<file path="src/rtl/sdram_arb_if.sv">
// Client strobe/data ports and toggle-handshake controller port of sdram_arb.
// master = arbiter side; slave = clients plus the SDRAM controller.
interface sdram_arb_if #(
  parameter int AW = 24
);
  logic          c0_rd, c0_wr, c0_busy;
  logic [AW:1]   c0_addr;
  logic [1:0]    c0_ds;
  logic [15:0]   c0_din, c0_dout;

  logic          c1_rd, c1_wr, c1_busy;
  logic [AW:1]   c1_addr;
  logic [1:0]    c1_ds;
  logic [15:0]   c1_din, c1_dout;

  logic          mem_req, mem_ack, mem_we;
  logic [AW:1]   mem_a;
  logic [1:0]    mem_ds;
  logic [15:0]   mem_d, mem_q;

  modport master (
    input  c0_rd, c0_wr, c0_addr, c0_ds, c0_din,
    output c0_dout, c0_busy,
    input  c1_rd, c1_wr, c1_addr, c1_ds, c1_din,
    output c1_dout, c1_busy,
    output mem_req, mem_we, mem_a, mem_ds, mem_d,
    input  mem_ack, mem_q
  );

  modport slave (
    output c0_rd, c0_wr, c0_addr, c0_ds, c0_din,
    input  c0_dout, c0_busy,
    output c1_rd, c1_wr, c1_addr, c1_ds, c1_din,
    input  c1_dout, c1_busy,
    input  mem_req, mem_we, mem_a, mem_ds, mem_d,
    output mem_ack, mem_q
  );
endinterface

</file>
<file path="src/rtl/sdram_arb.sv">
// Two-client arbiter onto a toggle req/ack SDRAM port; issue >=1 cycle after accept, one access in flight, strobes while busy dropped.
// Fixed client-0 priority on contention; SDRAM_ARB_RR_EN selects round-robin via a last-grant bit.
module sdram_arb #(
  parameter int AW = 24
) (
  input  logic        clk,
  input  logic        reset,
  sdram_arb_if.master bus
);

  typedef enum logic {IDLE, WAIT} state_t;
  state_t state, state_nx;

  logic [1:0]  pend, slot_we, stb, wr_in;
  logic [AW:1] slot_a  [2];
  logic [1:0]  slot_ds [2];
  logic [15:0] slot_d  [2];
  logic [15:0] dout    [2];
  logic [AW:1] in_a    [2];
  logic [1:0]  in_ds   [2];
  logic [15:0] in_d    [2];

  logic        gnt, pick, issue, done;
  logic        req_q, we_q;
  logic [AW:1] a_q;
  logic [1:0]  ds_q;
  logic [15:0] d_q;
`ifdef SDRAM_ARB_RR_EN
  logic        last;
`endif

  // Read+write together counts as a write: direction comes from wr alone.
  assign stb      = {bus.c1_rd | bus.c1_wr, bus.c0_rd | bus.c0_wr};
  assign wr_in    = {bus.c1_wr, bus.c0_wr};
  assign in_a[0]  = bus.c0_addr;
  assign in_a[1]  = bus.c1_addr;
  assign in_ds[0] = bus.c0_ds;
  assign in_ds[1] = bus.c1_ds;
  assign in_d[0]  = bus.c0_din;
  assign in_d[1]  = bus.c1_din;

  always_comb begin
`ifdef SDRAM_ARB_RR_EN
    pick = (pend == 2'b11) ? ~last : pend[1];
`else
    pick = ~pend[0];
`endif
  end

  always_ff @(posedge clk) begin
    if (reset) state <= IDLE;
    else       state <= state_nx;
  end

  always_comb begin
    state_nx = state;
    issue    = 1'b0;
    done     = 1'b0;
    case (state)
      IDLE: if (pend != 2'b00) begin
        issue    = 1'b1;
        state_nx = WAIT;
      end
      WAIT: if (bus.mem_ack == req_q) begin
        done     = 1'b1;
        state_nx = IDLE;
      end
      default: state_nx = IDLE;
    endcase
  end

  always_ff @(posedge clk) begin
    if (reset) begin
      // Track ack so a toggle arriving during reset never looks like a request.
      req_q   <= bus.mem_ack;
      we_q    <= 1'b0;
      a_q     <= '0;
      ds_q    <= 2'b00;
      d_q     <= '0;
      gnt     <= 1'b0;
      pend    <= 2'b00;
      slot_we <= 2'b00;
      for (int i = 0; i < 2; i++) begin
        slot_a[i]  <= '0;
        slot_ds[i] <= 2'b00;
        slot_d[i]  <= '0;
        dout[i]    <= '0;
      end
`ifdef SDRAM_ARB_RR_EN
      last    <= 1'b1;
`endif
    end else begin
      if (issue) begin
        gnt   <= pick;
        req_q <= ~req_q;
        we_q  <= slot_we[pick];
        a_q   <= slot_a[pick];
        ds_q  <= slot_ds[pick];
        d_q   <= slot_d[pick];
`ifdef SDRAM_ARB_RR_EN
        last  <= pick;
`endif
      end
      if (done) begin
        pend[gnt] <= 1'b0;
        if (!we_q) dout[gnt] <= bus.mem_q;
      end
      // A slot still pending (including the one completing now) ignores strobes.
      for (int i = 0; i < 2; i++) begin
        if (stb[i] && !pend[i]) begin
          pend[i]    <= 1'b1;
          slot_we[i] <= wr_in[i];
          slot_a[i]  <= in_a[i];
          slot_ds[i] <= in_ds[i];
          slot_d[i]  <= in_d[i];
        end
      end
    end
  end

  assign bus.c0_busy = pend[0];
  assign bus.c1_busy = pend[1];
  assign bus.c0_dout = dout[0];
  assign bus.c1_dout = dout[1];
  assign bus.mem_req = req_q;
  assign bus.mem_we  = we_q;
  assign bus.mem_a   = a_q;
  assign bus.mem_ds  = ds_q;
  assign bus.mem_d   = d_q;

endmodule

</file>
<file path="src/flat_wrapper.sv">
// flat-port wrapper written by rule: the top's interface ports become plain ports
module sdram_arb_flat 
#(
  parameter int AW = 24
)
  (clk, reset, bus_c0_rd, bus_c0_wr, bus_c0_addr, bus_c0_ds, bus_c0_din, bus_c0_dout, bus_c0_busy, bus_c1_rd, bus_c1_wr, bus_c1_addr, bus_c1_ds, bus_c1_din, bus_c1_dout, bus_c1_busy, bus_mem_req, bus_mem_we, bus_mem_a, bus_mem_ds, bus_mem_d, bus_mem_ack, bus_mem_q);
  sdram_arb_if #(.AW(AW)) bus_i ();
  input  logic clk;
  input  logic reset;
  input wire logic [$bits(bus_i.c0_rd)-1:0] bus_c0_rd;
  input wire logic [$bits(bus_i.c0_wr)-1:0] bus_c0_wr;
  input wire logic [$bits(bus_i.c0_addr)-1:0] bus_c0_addr;
  input wire logic [$bits(bus_i.c0_ds)-1:0] bus_c0_ds;
  input wire logic [$bits(bus_i.c0_din)-1:0] bus_c0_din;
  output wire logic [$bits(bus_i.c0_dout)-1:0] bus_c0_dout;
  output wire logic [$bits(bus_i.c0_busy)-1:0] bus_c0_busy;
  input wire logic [$bits(bus_i.c1_rd)-1:0] bus_c1_rd;
  input wire logic [$bits(bus_i.c1_wr)-1:0] bus_c1_wr;
  input wire logic [$bits(bus_i.c1_addr)-1:0] bus_c1_addr;
  input wire logic [$bits(bus_i.c1_ds)-1:0] bus_c1_ds;
  input wire logic [$bits(bus_i.c1_din)-1:0] bus_c1_din;
  output wire logic [$bits(bus_i.c1_dout)-1:0] bus_c1_dout;
  output wire logic [$bits(bus_i.c1_busy)-1:0] bus_c1_busy;
  output wire logic [$bits(bus_i.mem_req)-1:0] bus_mem_req;
  output wire logic [$bits(bus_i.mem_we)-1:0] bus_mem_we;
  output wire logic [$bits(bus_i.mem_a)-1:0] bus_mem_a;
  output wire logic [$bits(bus_i.mem_ds)-1:0] bus_mem_ds;
  output wire logic [$bits(bus_i.mem_d)-1:0] bus_mem_d;
  input wire logic [$bits(bus_i.mem_ack)-1:0] bus_mem_ack;
  input wire logic [$bits(bus_i.mem_q)-1:0] bus_mem_q;
  assign bus_i.c0_rd = bus_c0_rd;
  assign bus_i.c0_wr = bus_c0_wr;
  assign bus_i.c0_addr = bus_c0_addr;
  assign bus_i.c0_ds = bus_c0_ds;
  assign bus_i.c0_din = bus_c0_din;
  assign bus_c0_dout = bus_i.c0_dout;
  assign bus_c0_busy = bus_i.c0_busy;
  assign bus_i.c1_rd = bus_c1_rd;
  assign bus_i.c1_wr = bus_c1_wr;
  assign bus_i.c1_addr = bus_c1_addr;
  assign bus_i.c1_ds = bus_c1_ds;
  assign bus_i.c1_din = bus_c1_din;
  assign bus_c1_dout = bus_i.c1_dout;
  assign bus_c1_busy = bus_i.c1_busy;
  assign bus_mem_req = bus_i.mem_req;
  assign bus_mem_we = bus_i.mem_we;
  assign bus_mem_a = bus_i.mem_a;
  assign bus_mem_ds = bus_i.mem_ds;
  assign bus_mem_d = bus_i.mem_d;
  assign bus_i.mem_ack = bus_mem_ack;
  assign bus_i.mem_q = bus_mem_q;
  sdram_arb #(.AW(AW)) u_core (.clk(clk), .reset(reset), .bus(bus_i));
endmodule
</file>
<file path="config.mk">
export PLATFORM = sky130hd
export DESIGN_NAME = sdram_arb_flat
export DESIGN_NICKNAME = d
export VERILOG_FILES = /design/src/rtl/sdram_arb_if.sv /design/src/rtl/sdram_arb.sv /design/src/flat_wrapper.sv
export SDC_FILE = /design/constraint.sdc
export NUM_CORES = 1
export LEC_CHECK = 0
export BUFFER_PORTS_ARGS = -buffer_cell sky130_fd_sc_hd__clkbuf_2
export CORE_AREA = 2 2 112 114
export CTS_CLUSTER_SIZE = 12
export DETAILED_ROUTE_END_ITERATION = 8
export DIE_AREA = 0 0 114 116
export PLACE_DENSITY_LB_ADDON = 0.12
export SYNTH_ARGS = -nofsm -noshare
export SYNTH_HDL_FRONTEND = slang
export SYNTH_SLANG_ARGS = --single-unit
export TNS_END_PERCENT = 5
</file>
<file path="constraint.sdc">
create_clock -name clk -period 6.4 [get_ports clk]
set_clock_uncertainty 0.1 [all_clocks]
set_input_delay 0.96 -clock clk [delete_from_list [all_inputs] [get_ports clk]]
set_output_delay 0.96 -clock clk [all_outputs]
set_load 0.03 [all_outputs]
</file>
After elaboration in Yosys (flattened, before gate mapping)
Memory sizes are Yosys's and may differ from the RTL's. A register that Yosys moved wholly into a read port is not among the register bits.
Cells that the tools add are included.
- register bits after elaboration: 8
- bits in writable memories: 116
- input bits: 107
- output and inout port bits: 78
- memories: 4
- memories (name ; words ; bits a word ; read ports ; clocked after Yosys merged registers in ; write ports ; line ; RTL):
    u_core.slot_a ; 2 ; 24 ; 1 ; 1 ; 2 ; sdram_arb.sv:15 ; logic [AW:1] slot_a [2];
    u_core.dout ; 2 ; 16 ; 2 ; 0 ; 2 ; sdram_arb.sv:18 ; logic [15:0] dout [2];
    u_core.slot_d ; 2 ; 16 ; 1 ; 1 ; 2 ; sdram_arb.sv:17 ; logic [15:0] slot_d [2];
    u_core.slot_ds ; 2 ; 2 ; 1 ; 1 ; 2 ; sdram_arb.sv:16 ; logic [1:0] slot_ds [2];
- magnitude comparators: 3
- equal/unequal tests: 1
- muxes and demuxes: 36
- bitwise gates (word level): 13
- reductions and logical operators: 10
- operators by type and width (cell ; count):
    $mux 16 ; 3
    $mux 24 ; 2
    $mux 1 ; 26
    $reduce_or 16->1 ; 1
    $or 1x1->1 ; 8
    $reduce_bool 2->1 ; 4
    $mux 2 ; 3
    $lt 1x2->1 const B ; 2
    $logic_and 1x1->1 ; 3
    $not 1->1 ; 3
    $and 2x2->2 ; 1
    $logic_not 1->1 ; 2
    $not 2->2 ; 1
    $pmux 1 s2 ; 1
    $demux 1 s1 ; 1
    $eq 1x1->1 ; 1
    $ge 1x1->1 const B ; 1

Logic depth before layout (Yosys ltp)
- word-level depth: 8
- depth in mapped cells: 6
- depth with buffers taken out: 3

Least setup slack after synthesis
No wires, ideal clock.
- path type: input to register
- start: input bus_c1_wr
- end: memory u_core.slot_a[1][0] (netlist name), enable pin
- library setup time: 450 ps
- arrival time: 2988 ps
- required time: 5850 ps
- path slack: 2862 ps
- cell stages on the path: 2
- path buffers: 0
- path through: nor2_1 -> o21bai_1
- RTL lines (element ; line ; RTL):
    start: declaration ; flat_wrapper.sv:18 ; input wire logic [$bits(bus_i.c1_wr)-1:0] bus_c1_wr;
    end: declaration ; sdram_arb.sv:15 ;

==> impl_metrics.csv <==
group,metric,value,unit
outcome,outcome,"complete, no violations",
logic_synthesis,syn-mean-instance-area,13.84,sq um
logic_synthesis,ys_dominant_reg_cell,"edfxtp_1",
timing,slew_viol_final,0,
floorplan,die_area,13220,sq um
clocking,clock_path_buffers,2,
logic_synthesis,syn-cell-area,6643,sq um
placement,gp_congestion,0.7200,
drt,vias,4153,
logic_synthesis,synth_area_leaders,"edfxtp_1, dfxtp_1, and2_1, mux2i_1, a211oi_1",
timing,rsz0062_at_grt,"false",
worst_setup_path,end_kind,"flip-flop",
logic_synthesis,synth_cell_type_count,27,
timing,period_share,48.40,%
timing,timing.setup.tns,0,ns
cells_and_area,finalInstanceArea,8187,sq um
pwr,ir_worst_vdd,0.0001598,V
logic_synthesis,synth_common_cells,"edfxtp_1, and2_1, dfxtp_1",
grt,grt_pass1_vias,4036,
cells_and_area,drive_gt1_share,34.18,%
placement,place_inst,782,
cells_and_area,multi_input_area,1917,sq um
cells_and_area,stdcell_count,814,
grt,grt_max_degree,88,
clocking,hold_buffers,0,
cells_and_area,layout.area.seq,4498,sq um
floorplan,rows,40,
logic_synthesis,ys_seq_area_share,67.66,%
logic_synthesis,synth-async-reset-ratio,0,%
timing,final.min_clock_period,3.098,ns
pwr,p_leak,3.519,nW
cells_and_area,fin_util,68.73,%
grt,gr-total-overflow,0,
floorplan,fp.dieH,116,microns
floorplan,dieWidth,114,microns
logic_synthesis,synth_cells,480,
floorplan,io_pins,185,
worst_setup_path,cp.required,6.37,ns
cells_and_area,fin_nets,761,
drt,wl_per_cell,15.65,microns
worst_hold_path,holdCritPathClass,"reg2reg",
placement,io_buffer_count,184,
floorplan,core_area,11910,sq um
drt,drt-pass1-iter-count,4,
clocking,cts_setup_buffers,0,
cells_and_area,areaGrowthSynthToFinish,23.24,%
clocking,cts_resized,0,
cells_and_area,antenna_cells,0,
placement,pre_cts_slack,2.844,ns
pwr,p_per_area,338.9,nW/um^2
logic_synthesis,synth_edf_count,117,
timing,fmax,322.8,MHz
placement,placed_cell_area,7572,sq um
worst_setup_path,cp_max_fo,38,
drt,routed_via_density,5.102,
floorplan,start_util,55.77,%
worst_setup_path,critical_path_arrival,3.07,ns
logic_synthesis,yosysTopAreaCellShare,52.89,%
timing,worst_pin_slew,1.023,ns
drt,drc_errors,0,
cells_and_area,n_fill_cell,900,
clocking,insertion_delay,0.41,ns
drt,drt-total-wl,12.74,mm
timing,hold_violations,0,
logic_synthesis,synth_seq_cells,166,
timing,setup_slack,3.302,ns
placement,hpwl,8.510,mm
clocking,h-tree-depth,4,
timing,setup_viol,0,
clocking,clockRootBuffer,"clkbuf_16",
timing,relSlewSlack,31.83,%
clocking,cts_tree,"yes",
worst_setup_path,path_class,"in2reg",
clocking,clock_sinks,166,
run,maxCapViolCount,0,
drt,drtIter0Drc,272,
grt,globalRouteTotalUtil,19.64,%
worst_setup_path,crit_path_start_kind,"input pin",
grt,grt_pass1_wl,19.58,mm
logic_synthesis,synth_nets,587,
drt,ant_nets,0,
logic_synthesis,yosysWarnings,0,
clocking,cts_buffers,17,
logic_synthesis,yosys.area.top_type,"edfxtp_1",
clocking,cts.clk_slew.worst_paths,0.06,ns
grt,antenna_found_initial,0,
logic_synthesis,synth_most_common_cell,"edfxtp_1",
routing by layer:
layer	GRT usage, %	up-vias	routed length, microns
met1	23.25	1947	5309
li1	-	2060	-
met5	0	-	0
met4	6.098	0	76
met2	35.56	139	6595
met3	4.759	7	756
path summary, 6_finish.rpt:
check,cells past startpoint,start,to,slack [ns]
max,5,reset,u_core.dout[0][0],3.30
min reg2reg,2,u_core.slot_we[0],u_core.slot_we[0],0.38
min,2,u_core.slot_we[0],u_core.slot_we[0],0.38
max reg2reg,2,u_core.pend[0],u_core.bus.mem_req,3.90
layout make-up:
| type | count | share of cell area [%] |
|---|---|---|
| clock buffer | 19 | 5.288 |
| clock inverter | 13 | 2.216 |
| inverter | 4 | 0.1834 |
| multi-input combinational | 276 | 23.41 |
| sequential | 166 | 54.94 |
| tap | 147 | 2.247 |
| timing repair buffer | 189 | 11.71 |
cells by family after synthesis:
kind of cell	after synthesis	share of synthesized area [%]
and+or+nand+nor	176	15.09
xor gates and xnor gates	1	0.2449
muxes	44	6.630
buffers and inverters	38	4.087
DFF	166	67.66
AOI/OAI and AO/OA	55	6.291
worst max-delay path: stages:
cell and delay, ns:
clkbuf_2 0.47, buf_4 0.42, nor2_1 0.14, nor4b_4 0.57, or2_2 0.46
flip-flops by register name, indices dropped and copies added, names as in the netlist:
name and count:
u_core.slot_d 32, u_core.pend 2, u_core.bus.mem_a 24, u_core.bus.mem_ds 2, u_core.bus.mem_d 16, u_core.slot_ds 4, u_core.state 1, u_core.bus.mem_we 1
u_core.dout 32, u_core.slot_we 2, u_core.slot_a 48, u_core.gnt 1, u_core.bus.mem_req 1
metrics by stage:
step                power, mW  hold slack (ns)
global route            2.881           0.4072
CTS                     2.795           0.3849
finish                  2.774           0.3786
floorplan               1.633           0.3490
global placement        1.735           0.3621
detailed placement      1.749           0.3750
placed cells by master, fill, tap and decap left out:
| master | instances |
|---|---|
| inv_1 | 4 |
| nor3_1 | 5 |
| a21oi_1 | 3 |
| bufinv_16 | 4 |
| or2_2 | 3 |
| o21ai_0 | 2 |
| dfxtp_4 | 1 |
| a311oi_1 | 1 |
| nand2b_1 | 2 |
| clkbuf_16 | 17 |
| a211oi_2 | 1 |
| clkbuf_2 | 184 |
| mux2i_1 | 44 |
| clkinv_4 | 4 |
| o21ba_4 | 1 |
| o32ai_4 | 1 |
| nor4b_4 | 1 |
| edfxtp_1 | 117 |
| clkbuf_1 | 2 |
| dfxtp_1 | 48 |
| a211oi_1 | 44 |
| and4b_4 | 1 |
| buf_4 | 5 |
| and2_1 | 116 |
| nor2_1 | 47 |
| or2_1 | 1 |
| o21bai_4 | 2 |
| clkinv_1 | 3 |
| xor2_2 | 1 |
| clkinvlp_4 | 2 |
report_power, final:
part	internal [mW]	switching, mW	leakage (nW)
logic	0.141	0.246	1.57
clock network	0.652	0.401	0.290
registers	1.27	0.0605	1.66
total	2.07	0.707	3.52
Power figures use the tool's default switching activity.
